--- config.mk ---
export PLATFORM = sky130hd
export DESIGN_NAME = i2c_reg_target_flat
export DESIGN_NICKNAME = d
export VERILOG_FILES = /design/src/rtl/i2c_reg_target_if.sv /design/src/rtl/i2c_reg_target.sv /design/src/flat_wrapper.sv
export SDC_FILE = /design/constraint.sdc
export NUM_CORES = 1
export LEC_CHECK = 0
export CAP_MARGIN = 40
export CELL_PAD_IN_SITES_DETAIL_PLACEMENT = 1
export CELL_PAD_IN_SITES_GLOBAL_PLACEMENT = 1
export CORE_ASPECT_RATIO = 0.8
export CORE_UTILIZATION = 43
export DETAILED_ROUTE_END_ITERATION = 8
export HOLD_SLACK_MARGIN = 0.1
export PLACE_DENSITY = 0.85
export SYNTH_ARGS = -nofsm -noshare
export SYNTH_HDL_FRONTEND = slang
export SYNTH_SLANG_ARGS = --single-unit
--- constraint.sdc ---
create_clock -name clk -period 9.05 [get_ports clk]
set_clock_uncertainty 0.15 [all_clocks]
set_input_delay 2.2625 -clock clk [delete_from_list [all_inputs] [get_ports clk]]
set_output_delay 2.2625 -clock clk [all_outputs]
set_load 0.03 [all_outputs]
--- src/rtl/i2c_reg_target_if.sv ---
// rtl/i2c_reg_target_if.sv - I2C pad-side signals between controller and register target
interface i2c_reg_target_if;
    logic scl_i;
    logic sda_i;
    logic sda_oe;

    modport master (output scl_i, output sda_i, input sda_oe);
    modport slave  (input scl_i, input sda_i, output sda_oe);
endinterface

--- src/rtl/i2c_reg_target.sv ---
// rtl/i2c_reg_target.sv - I2C target exposing NREGS 8-bit registers with auto-increment read/write
module i2c_reg_target #(
    parameter logic [6:0] I2C_ADDR   = 7'h70,
    parameter int         NREGS      = 16,
    parameter int         FILTER_LEN = 3,
    parameter logic [7:0] RESET_VAL  = 8'h00,
    localparam int        AW         = (NREGS > 2) ? $clog2(NREGS) : 1
) (
    input  logic                 clk,
    input  logic                 rst,
    i2c_reg_target_if.slave      bus,
    output logic [NREGS*8-1:0]   regs_o,
    output logic                 wr_strobe,
    output logic [AW-1:0]        wr_index,
    output logic                 busy,
    output logic                 selected
);

    localparam int FW = (FILTER_LEN > 1) ? $clog2(FILTER_LEN + 1) : 1;

    typedef enum logic [3:0] {
        IDLE, ADDR, ADDR_ACK, SUB, SUB_ACK, WDATA, WDATA_ACK, RDATA, RDATA_ACK, IGNORE
    } state_t;

    // index 0 = SCL, index 1 = SDA
    logic [1:0]    sync1, sync2, filt, filt_q;
    logic [FW-1:0] fcnt [2];

    always_ff @(posedge clk or posedge rst) begin
        if (rst) begin
            sync1   <= 2'b11;
            sync2   <= 2'b11;
            filt    <= 2'b11;
            filt_q  <= 2'b11;
            fcnt[0] <= '0;
            fcnt[1] <= '0;
        end else begin
            sync1  <= {bus.sda_i, bus.scl_i};
            sync2  <= sync1;
            filt_q <= filt;
            for (int i = 0; i < 2; i++) begin
                if (sync2[i] == filt[i]) begin
                    fcnt[i] <= '0;
                end else if (fcnt[i] == FW'(FILTER_LEN - 1)) begin
                    filt[i] <= sync2[i];
                    fcnt[i] <= '0;
                end else begin
                    fcnt[i] <= fcnt[i] + FW'(1);
                end
            end
        end
    end

    logic scl, sda, scl_rise, scl_fall, start_c, stop_c;
    assign scl      = filt[0];
    assign sda      = filt[1];
    assign scl_rise = scl & ~filt_q[0];
    assign scl_fall = ~scl & filt_q[0];
    assign start_c  = scl & filt_q[0] & filt_q[1] & ~sda;
    assign stop_c   = scl & filt_q[0] & ~filt_q[1] & sda;

    state_t        state;
    logic [3:0]    bit_cnt;
    logic [7:0]    shift;
    logic [AW-1:0] ptr;
    logic          rw;
    logic          nak;

    logic [7:0]    rd_byte;
    logic [AW-1:0] ptr_next;
    assign rd_byte  = regs_o[{ptr, 3'b000} +: 8];
    // wrap on NREGS-1 explicitly so non-power-of-2 banks never index past the end
    assign ptr_next = (ptr == AW'(NREGS - 1)) ? '0 : ptr + AW'(1);

    always_ff @(posedge clk or posedge rst) begin
        if (rst) begin
            state      <= IDLE;
            bit_cnt    <= '0;
            shift      <= '0;
            ptr        <= '0;
            rw         <= 1'b0;
            nak        <= 1'b0;
            bus.sda_oe <= 1'b0;
            wr_strobe  <= 1'b0;
            wr_index   <= '0;
            busy       <= 1'b0;
            selected   <= 1'b0;
            regs_o     <= {NREGS{RESET_VAL}};
        end else begin
            wr_strobe <= 1'b0;
            if (stop_c) begin
                state      <= IDLE;
                busy       <= 1'b0;
                selected   <= 1'b0;
                bus.sda_oe <= 1'b0;
                bit_cnt    <= '0;
            end else if (start_c) begin
                state      <= ADDR;
                busy       <= 1'b1;
                selected   <= 1'b0;
                bus.sda_oe <= 1'b0;
                bit_cnt    <= '0;
            end else begin
                case (state)
                    ADDR, SUB, WDATA: begin
                        if (scl_rise && bit_cnt != 4'd8) begin
                            shift   <= {shift[6:0], sda};
                            bit_cnt <= bit_cnt + 4'd1;
                        end else if (scl_fall && bit_cnt == 4'd8) begin
                            bit_cnt <= '0;
                            if (state == ADDR) begin
                                if (shift[7:1] == I2C_ADDR) begin
                                    state      <= ADDR_ACK;
                                    bus.sda_oe <= 1'b1;
                                    selected   <= 1'b1;
                                    rw         <= shift[0];
                                end else begin
                                    state <= IGNORE;
                                end
                            end else if (state == SUB) begin
                                if (32'(shift) < NREGS) begin
                                    ptr        <= shift[AW-1:0];
                                    state      <= SUB_ACK;
                                    bus.sda_oe <= 1'b1;
                                end else begin
                                    state <= IGNORE;
                                end
                            end else begin
                                regs_o[{ptr, 3'b000} +: 8] <= shift;
                                wr_strobe  <= 1'b1;
                                wr_index   <= ptr;
                                ptr        <= ptr_next;
                                state      <= WDATA_ACK;
                                bus.sda_oe <= 1'b1;
                            end
                        end
                    end
                    ADDR_ACK: begin
                        if (scl_fall) begin
                            if (rw) begin
                                shift      <= {rd_byte[6:0], 1'b0};
                                bus.sda_oe <= ~rd_byte[7];
                                ptr        <= ptr_next;
                                state      <= RDATA;
                            end else begin
                                bus.sda_oe <= 1'b0;
                                state      <= SUB;
                            end
                        end
                    end
                    SUB_ACK, WDATA_ACK: begin
                        if (scl_fall) begin
                            bus.sda_oe <= 1'b0;
                            state      <= WDATA;
                        end
                    end
                    RDATA: begin
                        if (scl_rise) begin
                            bit_cnt <= bit_cnt + 4'd1;
                        end else if (scl_fall) begin
                            if (bit_cnt == 4'd8) begin
                                bit_cnt    <= '0;
                                bus.sda_oe <= 1'b0;
                                state      <= RDATA_ACK;
                            end else begin
                                bus.sda_oe <= ~shift[7];
                                shift      <= {shift[6:0], 1'b0};
                            end
                        end
                    end
                    RDATA_ACK: begin
                        if (scl_rise) begin
                            nak <= sda;
                        end else if (scl_fall) begin
                            if (!nak) begin
                                shift      <= {rd_byte[6:0], 1'b0};
                                bus.sda_oe <= ~rd_byte[7];
                                ptr        <= ptr_next;
                                state      <= RDATA;
                            end else begin
                                state <= IGNORE;
                            end
                        end
                    end
                    default: bus.sda_oe <= 1'b0;
                endcase
            end
        end
    end

endmodule

--- src/flat_wrapper.sv ---
// flat-port wrapper written by rule: the top's interface ports become plain ports
module i2c_reg_target_flat 
#(
    parameter logic [6:0] I2C_ADDR   = 7'h70,
    parameter int         NREGS      = 16,
    parameter int         FILTER_LEN = 3,
    parameter logic [7:0] RESET_VAL  = 8'h00,
    localparam int        AW         = (NREGS > 2) ? $clog2(NREGS) : 1
)
  (clk, rst, regs_o, wr_strobe, wr_index, busy, selected, bus_scl_i, bus_sda_i, bus_sda_oe);
  i2c_reg_target_if bus_i ();
  input  logic clk;
  input  logic rst;
  output logic [NREGS*8-1:0] regs_o;
  output logic wr_strobe;
  output logic [AW-1:0] wr_index;
  output logic busy;
  output logic selected;
  input wire logic [$bits(bus_i.scl_i)-1:0] bus_scl_i;
  input wire logic [$bits(bus_i.sda_i)-1:0] bus_sda_i;
  output wire logic [$bits(bus_i.sda_oe)-1:0] bus_sda_oe;
  assign bus_i.scl_i = bus_scl_i;
  assign bus_i.sda_i = bus_sda_i;
  assign bus_sda_oe = bus_i.sda_oe;
  i2c_reg_target #(.I2C_ADDR(I2C_ADDR), .NREGS(NREGS), .FILTER_LEN(FILTER_LEN), .RESET_VAL(RESET_VAL)) u_core (.clk(clk), .rst(rst), .bus(bus_i), .regs_o(regs_o), .wr_strobe(wr_strobe), .wr_index(wr_index), .busy(busy), .selected(selected));
endmodule
# Yosys cells after proc, flatten, opt, wreduce, memory -nomap -nowiden
# Cells that the tools add are included.
# W data, S select, Z words.
[word_totals] regBits=170 out_inout_bits=136
[classes] n_addsub=5 magnitude_cmp=1 n_eq_ne=45 n_shift=3 n_mux=86 bitwise=20 reduce_logical=24
[op_table] operator="$mux W4" count=34
[op_table] operator="$bwmux W128" count=1
[op_table] operator="$shift A8 B9 Y128 const A" count=1
[op_table] operator="$shiftx A128 B8 Y8" count=1
[op_table] operator="$shiftx A8 B9 Y128" count=1
[op_table] operator="$mux W8" count=9
[op_table] operator="$mux W1" count=32
[op_table] operator="$pmux W8 S4" count=1
[op_table] operator="$ne A4 B1 Y1 const B" count=6
[op_table] operator="$reduce_and A12 Y1" count=2
[op_table] operator="$pmux W4 S5" count=1
[op_table] operator="$eq A4 B3 Y1 const B" count=4
[op_table] operator="$ne A5 B1 Y1 const B" count=3
[op_table] operator="$reduce_bool A3 Y1" count=5
[op_table] operator="$reduce_and A7 Y1" count=2
[op_table] operator="$not A1 Y1" count=13
[op_table] operator="$eq A4 B4 Y1 const B" count=3
[op_table] operator="$ne A2 B1 Y1 const B" count=6
[op_table] operator="$ne A2 B2 Y1 const B" count=6
[op_table] operator="$ne A4 B4 Y1 const B" count=3
[op_table] operator="$pmux W4 S3" count=1
[op_table] operator="$reduce_and A11 Y1" count=1
[op_table] operator="$reduce_and A10 Y1" count=1
[op_table] operator="$neg A7 Y9" count=1
[op_table] operator="27 further kinds" count=46

# Logic depth before layout (Yosys ltp)
# Gate-level depths: netlist of run 1.
[logic_depth] depth_word=9 depth_mapped=11 depth_no_buf=8

# Worst setup path after synthesis of run 1
# No wires, ideal clock.
[synth_path] path_type="reg2out" from="register u_core.regs_o[11]" to="output port regs_o[11]" t_arrival_ns=0.495 required_ns=6.638 path_slack_ns=6.142 path_stages_with_launch=1 n_path_buf=0 cell_sequence="dfrtp_1"
[synth_lines] element="start, declared" line="i2c_reg_target.sv:12" source="output logic [NREGS*8-1:0] regs_o,"
[synth_lines] element="start signal, assigned" line="i2c_reg_target.sv:88" source="regs_o <= {NREGS{RESET_VAL}};"
[synth_lines] element="start signal, assigned by index" line="i2c_reg_target.sv:129" source="regs_o[{ptr, 3'b000} +: 8] <= shift;"
[synth_lines] element="end, declared" line="flat_wrapper.sv:14" source="output logic [NREGS*8-1:0] regs_o;"
# No word-level cell between the ends.

# Worst setup path in the final report of run 1
[layout_path] from="register u_core.regs_o[66]" to="output port regs_o[66]"
# No word-level cell between the ends.

==> results of run 1 <==
==> placed cells by master, fill, tap and decap left out, types with 6 or more instances in the layout <==
cell type and instances:
inv_1 14, nor2b_1 7, o221ai_1 6, dfrtp_1 161
o31ai_1 7, o21ai_0 66, clkdlybuf4s50_1 139, ha_1 6
a21oi_1 17, nand2_1 103, clkbuf_16 17, nand3_1 11
inv_6 6, mux4_2 29, nor2_1 31, nand4_1 7
mux2i_1 14, xnor2_1 6, mux2_2 85, dfstp_2 8
nand2b_1 7, nor3b_1 6
==> power by group through the flow <==
stage | clock network, uW | registers, uW | logic (uW)
2_1_floorplan | 0 | 878 | 568
3_3_place_gp | 0 | 965 | 640
3_5_place_dp | 0 | 968 | 666
4_1_cts | 705 | 955 | 685
5_1_grt | 734 | 973 | 742
6_report | 702 | 961 | 689
==> path summary, 6_finish.rpt <==
check | slack (ns) | end | startpoint | cells past startpoint
max | 5.04 | regs_o[66] | u_core.regs_o[66] | 1
min | 0.21 | u_core.sync2[0] | u_core.sync1[0] | 0
max reg2reg | 5.61 | u_core.regs_o[10] | u_core.bit_cnt[0] | 7
min reg2reg | 0.21 | u_core.sync2[0] | u_core.sync1[0] | 0
max in group asynchronous | 5.68 | u_core.ptr[1] | rst | 3
min in group asynchronous | 1.95 | u_core.regs_o[121] | rst | 2
==> flip-flops by register name, indices dropped and copies added (netlist names) <==
signal / flops
u_core.fcnt: 4
u_core.sync1: 2
u_core.filt: 2
u_core.state: 4
u_core.wr_strobe: 1
u_core.shift: 8
u_core.bus.sda_oe: 1
u_core.busy: 1
u_core.bit_cnt: 4
u_core.selected: 1
u_core.ptr: 4
u_core.rw: 1
u_core.sync2: 2
u_core.filt_q: 2
u_core.regs_o: 128
u_core.wr_index: 4
u_core.nak: 1
==> per-stage QoR <==
step	instance area (um2)	worst slack (ns)	utilization	hold WS [ns]
after floorplan	8388	2.047	-	0.1952
after global placement	9936	4.479	0.5221	0.1955
after detailed placement	9963	5.167	0.5235	0.1982
after CTS	10520	5.040	0.5527	0.2081
after global routing	10520	5.020	0.5527	0.2110
final	10520	5.045	0.5527	0.2074
==> kinds of logic (layout without fill, tap and decap cells) <==
group / after synthesis / count (layout)
flip-flops: 170 / 170
XOR/XNOR: 8 / 8
buffers and inverters: 62 / 193
AND/OR/NAND/NOR: 215 / 215
multiplexers: 129 / 129
adder cells (fa/ha/maj): 6 / 6
AO/OA/AOI/OAI: 134 / 134
==> Yosys cell counts, types with 6 or more instances <==
| cell | n |
|---|---|
| nand2_1 | 103 |
| nand4_1 | 7 |
| clkbuf_1 | 30 |
| o21ai_0 | 66 |
| a21oi_1 | 17 |
| inv_1 | 15 |
| dfrtp_1 | 162 |
| nor3b_1 | 6 |
| o221ai_1 | 6 |
| nor2b_1 | 7 |
| mux4_2 | 29 |
| nand3_1 | 11 |
| xnor2_1 | 6 |
| mux2_2 | 85 |
| nand2b_1 | 7 |
| buf_2 | 9 |
| ha_1 | 6 |
| dfstp_2 | 8 |
| o31ai_1 | 7 |
| mux2i_1 | 14 |
| nor2_1 | 31 |
==> layout make-up <==
| cell class | instances | area, um2 | share of cell area |
|---|---|---|---|
| Timing Repair Buffer | 145 | 1456 | 0.1385 |
| Inverter | 16 | 70.07 | 0.006661 |
| Tap cell | 258 | 322.8 | 0.03069 |
| Clock inverter | 15 | 130.1 | 0.01237 |
| Multi-Input combinational cell | 492 | 3849 | 0.3659 |
| Clock buffer | 17 | 425.4 | 0.04044 |
| Sequential cell | 170 | 4265 | 0.4055 |
==> worst reg2reg max path, stage by stage (launching register included) <==
cell	delay [ns]
dfrtp_1	0.41
inv_1	0.08
ha_1	0.22
nand3b_4	0.13
or4_1	0.76
clkinv_4	0.22
nand4_1	0.72
o31ai_1	0.61
==> routing by layer <==
metal	up-vias	track usage	share of wire	wire, um
met1	3531	0.3838	0.43	11470
met2	317	0.4445	0.48	12880
met5	-	0	0	0
met3	69	0.05603	0.061	1654
li1	2866	-	-	-
met4	0	0.1131	0.034	917
==> summary.txt, run 1 <==
STA
  • Unrepaired setup endpoints after global routing: false
  • Transition at the pin with the smallest max-transition slack: 0.9941 ns
  • Final Cycle Share: 0.4426
  • Maximum clock frequency: 249.7 MHz
  • Post-route minimum period: 4.005 ns
  • Relative max-transition margin: 0.3321
  • Post-route setup TNS: 0 ns
  • Setup violators final: 0
  • Count of final max-slew check failures: 0
  • Hold violation count in the final report: 0

Global route
  • Initial antenna violation count: 0
  • Total congestion overflow: 0
  • Via count of the first global-routing pass: 7156
  • Global-route wire length before repair: 42010 um
  • Pin count of the biggest net entering global routing: 95
  • Global-route total usage across every layer: 0.2824

Outcome
  • Status: completed

Detailed routing
  • Detail-routed net length per standard cell: 24.19 um
  • First-iteration detailed-routing DRC count: 560
  • Number of search-and-repair iterations in the first detailed-routing pass: 4
  • Number of nets with antenna violations after detailed routing: 0
  • Detailed-route vias per instance: 6.094
  • Vias after detailed routing: 6783
  • Post-detailed-routing wire length: 26920 um
  • Total DRC errors in the routed layout: 0

Layout
  • Area growth from synthesis to layout: 25.40%
  • Filler-free cell count of the finished design: 1113
  • Ant diodes: 0
  • Count of nets after finishing: 852
  • Fraction of layout cells with a size suffix above 1: 0.2140
  • # fillers: 2013

Logic synthesis
  • Dominant combinational cell family by area after synthesis: multiplexers
  • Complex-gate fraction of the synthesized area: 0.09815
  • Summed instance area of the synthesized netlist: 0.008388 mm2
  • Post-synth top area share: 0.4833
  • Number of enable-type register cells in the synthesized netlist: 0
  • Adder-cell share of the synthesized area: 0.008950
  • Synth cell types: 68
  • Avg Inst Size Synth: 11.59 um2
  • Proportion of synthesized chip area in sequential cells: 0.5084
  • Most frequently used flop master after synthesis: dfrtp_1
  • Gate count after technology mapping: 724
  • Yosys reg bits: 170
  • Proportion of register bits with asynchronous set or reset after synthesis: 1.000
  • Share of cell area taken by muxes after synthesis: 0.2100
  • Post-synth net total: 734
  • Post-synthesis share of cell area spent on xor and xnor gates: 0.009248
  • Simple-gate share of the synthesized area: 0.1325
  • Synthesis warning total: 0
  • Cell type with the largest total area after synthesis: dfrtp_1
  • Main area contributors after synthesis: dfrtp_1 48%, mux2_2 11%, mux4_2 7.8%, nand2_1 4.6%, o21ai_0 3.9%

Die
  • Full die area: 0.02007 mm2
  • Standard-cell rows: 45
  • Standard cell core area: 0.01903 mm2
  • Die height: 126.9 um
  • Die width: 158.2 um
  • I/O pins: 140
  • Initial core utilization: 0.4408

Pwr
  • Power share of the sequential group: 0.408
  • IR Drop Worst-Case VDD: 116.7 uV
  • Clk pwr share: 0.299
  • Pwr dens: 223.7 mW/mm2
  • Switch Pwr: 920.4 uW
  • Switching share of power: 0.3912
  • P_leak: 0.004457 uW
  • Combinational group share of total power: 0.293
  • Power Total: 2353 uW
  • Total internal power: 1432 uW

Clock tree
  • Source-to-sink clock delay at the later pin of the worst-skew pair: 0.44 ns
  • Clock buffer count from CTS: 17
  • CTS clk-pin slew, worst paths: 0.07 ns
  • Depth of the CTS H-tree: 4
  • CTS root buffer: clkbuf_16
  • Maximum buffer depth of the clock tree: 2
  • Number of sinks on the clock net: 170
  • TritonCTS clock tree: yes
  • Hold-fix buffer count after cts: 0
  • Gates resized, CTS repair: 0
  • Buffers inserted during post-CTS setup optimization: 0

Worst setup path
  • Cell-by-cell trace of the critical path: clkdlybuf4s50_1
  • Critical Path Start Type: flop
  • Crit-path leading delay family: buffers and inverters
  • Critical-path top delay cell: clkdlybuf4s50_1
  • Worst Setup Path Type: reg2out
  • Delay of the slowest cell on the worst path: 0.71 ns
  • Worst-path fanout max: 3
  • Data arrival time of the worst path: 1.59 ns
  • Required @ worst endpoint: 6.64 ns
  • Capturing element type of the critical path: output pin
  • Worst path bufs/invs: 1

Place
  • Number of cells after detailed placement: 1081
  • Final GP Congestion: 0.8792
  • Port Buffers: 139
  • Detailed placer's ending HPWL: 18410 um

Run
  • Number of maximum-capacitance violations: 0

Hold path
  • Worst Hold Class: reg2reg
Note: power is estimated with default switching activity, not from simulation.
==> run 2: changes to the inputs <==
--- a/config.mk
+++ b/config.mk
@@ -9,10 +9,10 @@
 export CELL_PAD_IN_SITES_DETAIL_PLACEMENT = 1
 export CELL_PAD_IN_SITES_GLOBAL_PLACEMENT = 1
 export CORE_ASPECT_RATIO = 0.8
-export CORE_UTILIZATION = 43
+export CORE_UTILIZATION = 38
 export DETAILED_ROUTE_END_ITERATION = 8
 export HOLD_SLACK_MARGIN = 0.1
-export PLACE_DENSITY = 0.85
+export PLACE_DENSITY = 0.8
 export SYNTH_ARGS = -nofsm -noshare
 export SYNTH_HDL_FRONTEND = slang
 export SYNTH_SLANG_ARGS = --single-unit
==> constraint.sdc (replaced) <==
create_clock -name clk -period 3.5 [get_ports clk]
set_clock_uncertainty 0.15 [all_clocks]
set_input_delay 0.875 -clock clk [delete_from_list [all_inputs] [get_ports clk]]
set_output_delay 0.875 -clock clk [all_outputs]
set_load 0.03 [all_outputs]
==> summary.txt, run 2 (synthesis gave the netlist of run 1 again) <==
Outcome
  • Status: completed

STA
  • Setup slack after layout: 0.3997 ns (-4.645 ns)
  • Post-route setup TNS: 0 ns (unchanged)
  • Count of final max-slew check failures: 0 (unchanged)
  • Setup violators final: 0 (unchanged)
  • Unrepaired setup endpoints after global routing: false
  • Post-route minimum period: 3.100 ns
  • Maximum clock frequency: 322.5 MHz
  • Hold violation count in the final report: 0 (unchanged)
  • Transition at the pin with the smallest max-transition slack: 0.8048 ns (-0.1893 ns)
  • Relative max-transition margin: 0.4615 (+0.1293)
  • Final Cycle Share: 0.8858

Die
  • Standard cell core area: 0.02162 mm2 (+14%)
  • Die height: 134.9 um (+6.3%)
  • Standard-cell rows: 48 (+6.7%)
  • Die width: 168.1 um (+6.3%)
  • I/O pins: 140 (unchanged)
  • Full die area: 0.02268 mm2 (+13%)
  • Initial core utilization: 0.3880 (-0.05280)

Global route
  • Pin count of the biggest net entering global routing: 74 (-22%)
  • Global-route wire length before repair: 42180 um (+0.41%)
  • Initial antenna violation count: 0 (unchanged)
  • Total congestion overflow: 0 (unchanged)
  • Via count of the first global-routing pass: 6879 (-3.9%)
  • Global-route total usage across every layer: 0.2483 (-0.03407)

Layout
  • Largest registers in the final layout: u_core.regs_o x128, u_core.shift x8
  • Summed area of non-filler cells in the final layout: 0.01072 mm2 (+1.9%)
  • Area growth from synthesis to layout: 27.83%
  • Register ranked first by flip-flop count: u_core.regs_o
  • Max reg flops: 128 (unchanged)
  • Commonest cells after routing, fill and taps aside: 161 x dfrtp_1, 139 x clkdlybuf4s50_1, 103 x nand2_1
  • Count of nets after finishing: 870 (+2.1%)
  • Most common library cell in the layout ignoring fill and taps: dfrtp_1
  • Ant diodes: 0 (unchanged)
  • Fraction of layout cells with a size suffix above 1: 0.2291 (+0.01506)
  • Final core utilization: 0.4959 (-0.05678)

Worst setup path
  • Critical Path Start Type: flop
  • Worst path bufs/invs: 2 (+1)
  • Critical-path top delay cell: or4_1
  • Delay of the slowest cell on the worst path: 0.76 ns (+0.05 ns)
  • Data arrival time of the worst path: 3.27 ns (+1.68 ns)
  • Crit-path leading delay family: simple AND/OR/NAND/NOR gates
  • Capturing element type of the critical path: flop
  • Worst Setup Path Type: reg2reg
  • Total number of cells along the worst setup path: 8 (+7)
  • Cell-by-cell trace of the critical path: inv_1 > ha_1 > nand3b_4 > or4_1 > clkinv_4 > nand3_4 > nor4_4 > mux2_2
  • Required @ worst endpoint: 3.67 ns (-2.97 ns)
  • Worst-path fanout max: 13 (+10)
  • R2R cell count: 8 (+1)

Detailed routing
  • Number of nets with antenna violations after detailed routing: 0 (unchanged)
  • Detailed-route vias per instance: 5.824 (-4.4%)
  • Vias after detailed routing: 6686 (-1.4%)
  • Post-detailed-routing wire length: 27290 um (+1.4%)
  • Detail-routed net length per standard cell: 23.77 um (-1.7%)
  • First-iteration detailed-routing DRC count: 587 (+4.8%)
  • Total DRC errors in the routed layout: 0 (unchanged)
  • Number of search-and-repair iterations in the first detailed-routing pass: 5 (+1)

Clock tree
  • TritonCTS clock tree: yes
  • CTS clk-pin slew, worst paths: 0.08 ns (about the same)
  • Source-to-sink clock delay at the later pin of the worst-skew pair: 0.44 ns (about the same)
  • Number of sinks on the clock net: 170 (unchanged)
  • Gates resized, CTS repair: 0 (unchanged)
  • Depth of the CTS H-tree: 4 (unchanged)
  • Hold-fix buffer count after cts: 0 (unchanged)
  • CTS root buffer: clkbuf_16
  • Clock buffer count from CTS: 17 (unchanged)
  • Buffers inserted during post-CTS setup optimization: 0 (unchanged)
  • Maximum buffer depth of the clock tree: 2 (unchanged)

Place
  • Detailed placer's ending HPWL: 19670 um (+6.9%)
  • Port Buffers: 139 (unchanged)
  • Setup Slack @ Placement: 0.4543 ns (-4.713 ns)
  • DP Area: 0.01012 mm2 (+1.5%)
  • Final GP Congestion: 0.8655 (-1.6%)

Pwr
  • Pwr dens: 586.9 mW/mm2 (+160%)
  • IR Drop Worst-Case VDD: 354.8 uV (+200%)
  • Power Total: 6293 uW (+170%)
  • P_leak: 0.004563 uW (+2.4%)

Hold path
  • Hold depth: 0 (unchanged)
  • Worst Hold Class: reg2reg

Run
  • Number of maximum-capacitance violations: 0 (unchanged)
## run 2: changes by cell type in the layout (fill, tap and decap cells not counted)
| cell | delta |
|---|---|
| clkinv_2 | -2 |
| clkinv_4 | -1 |
| buf_4 | +16 |
| buf_12 | +2 |
| clkbuf_1 | +1 |
| buf_2 | +1 |
| bufinv_16 | +2 |
| buf_16 | -1 |
## run 2: worst paths after layout
kind	startpoint	end	slack (ns)
setup / recovery	u_core.bit_cnt[0]	u_core.regs_o[97]	0.40
hold / removal	u_core.sync1[1]	u_core.sync2[1]	0.22
setup reg to reg	u_core.bit_cnt[0]	u_core.regs_o[97]	0.40
hold reg to reg	u_core.sync1[1]	u_core.sync2[1]	0.22
max in group asynchronous	rst	u_core.shift[1]	1.95
min in group asynchronous	rst	u_core.regs_o[104]	0.75
## run 2: per-stage QoR
step | hold WS [ns] | cells
after global placement | 0.1962 | 1115
after detailed placement | 0.2035 | 1115
after floorplan | 0.1952 | 724
final | 0.2159 | 1148
after global routing | 0.2209 | 1148
after CTS | 0.2172 | 1147
## run 2: report_power, final
part | switching, uW | internal (uW) | leakage, uW
Combinational | 1180 | 698 | 0.00195
Sequential | 322 | 2120 | 0.00232
Clock | 888 | 1090 | 0.000291
Total | 2390 | 3900 | 0.00456
## run 2: final cells by class
cell class | count | area (um2)
well taps | 275 | 344.1
clock buffers | 18 | 429.2
inverters | 16 | 68.82
clock inverters | 14 | 172.7
fillers | 2319 | 10900
multi-input cells | 492 | 3849
flip-flops and latches | 170 | 4265
repair buffers | 163 | 1594
## run 2: layer usage
layer | GRT usage | up-vias | share of wire
met5 | 0 | - | 0
met4 | 0.08030 | 0 | 0.023
met3 | 0.04953 | 38 | 0.056
met2 | 0.3815 | 230 | 0.46
met1 | 0.3539 | 3522 | 0.46
li1 | - | 2896 | -
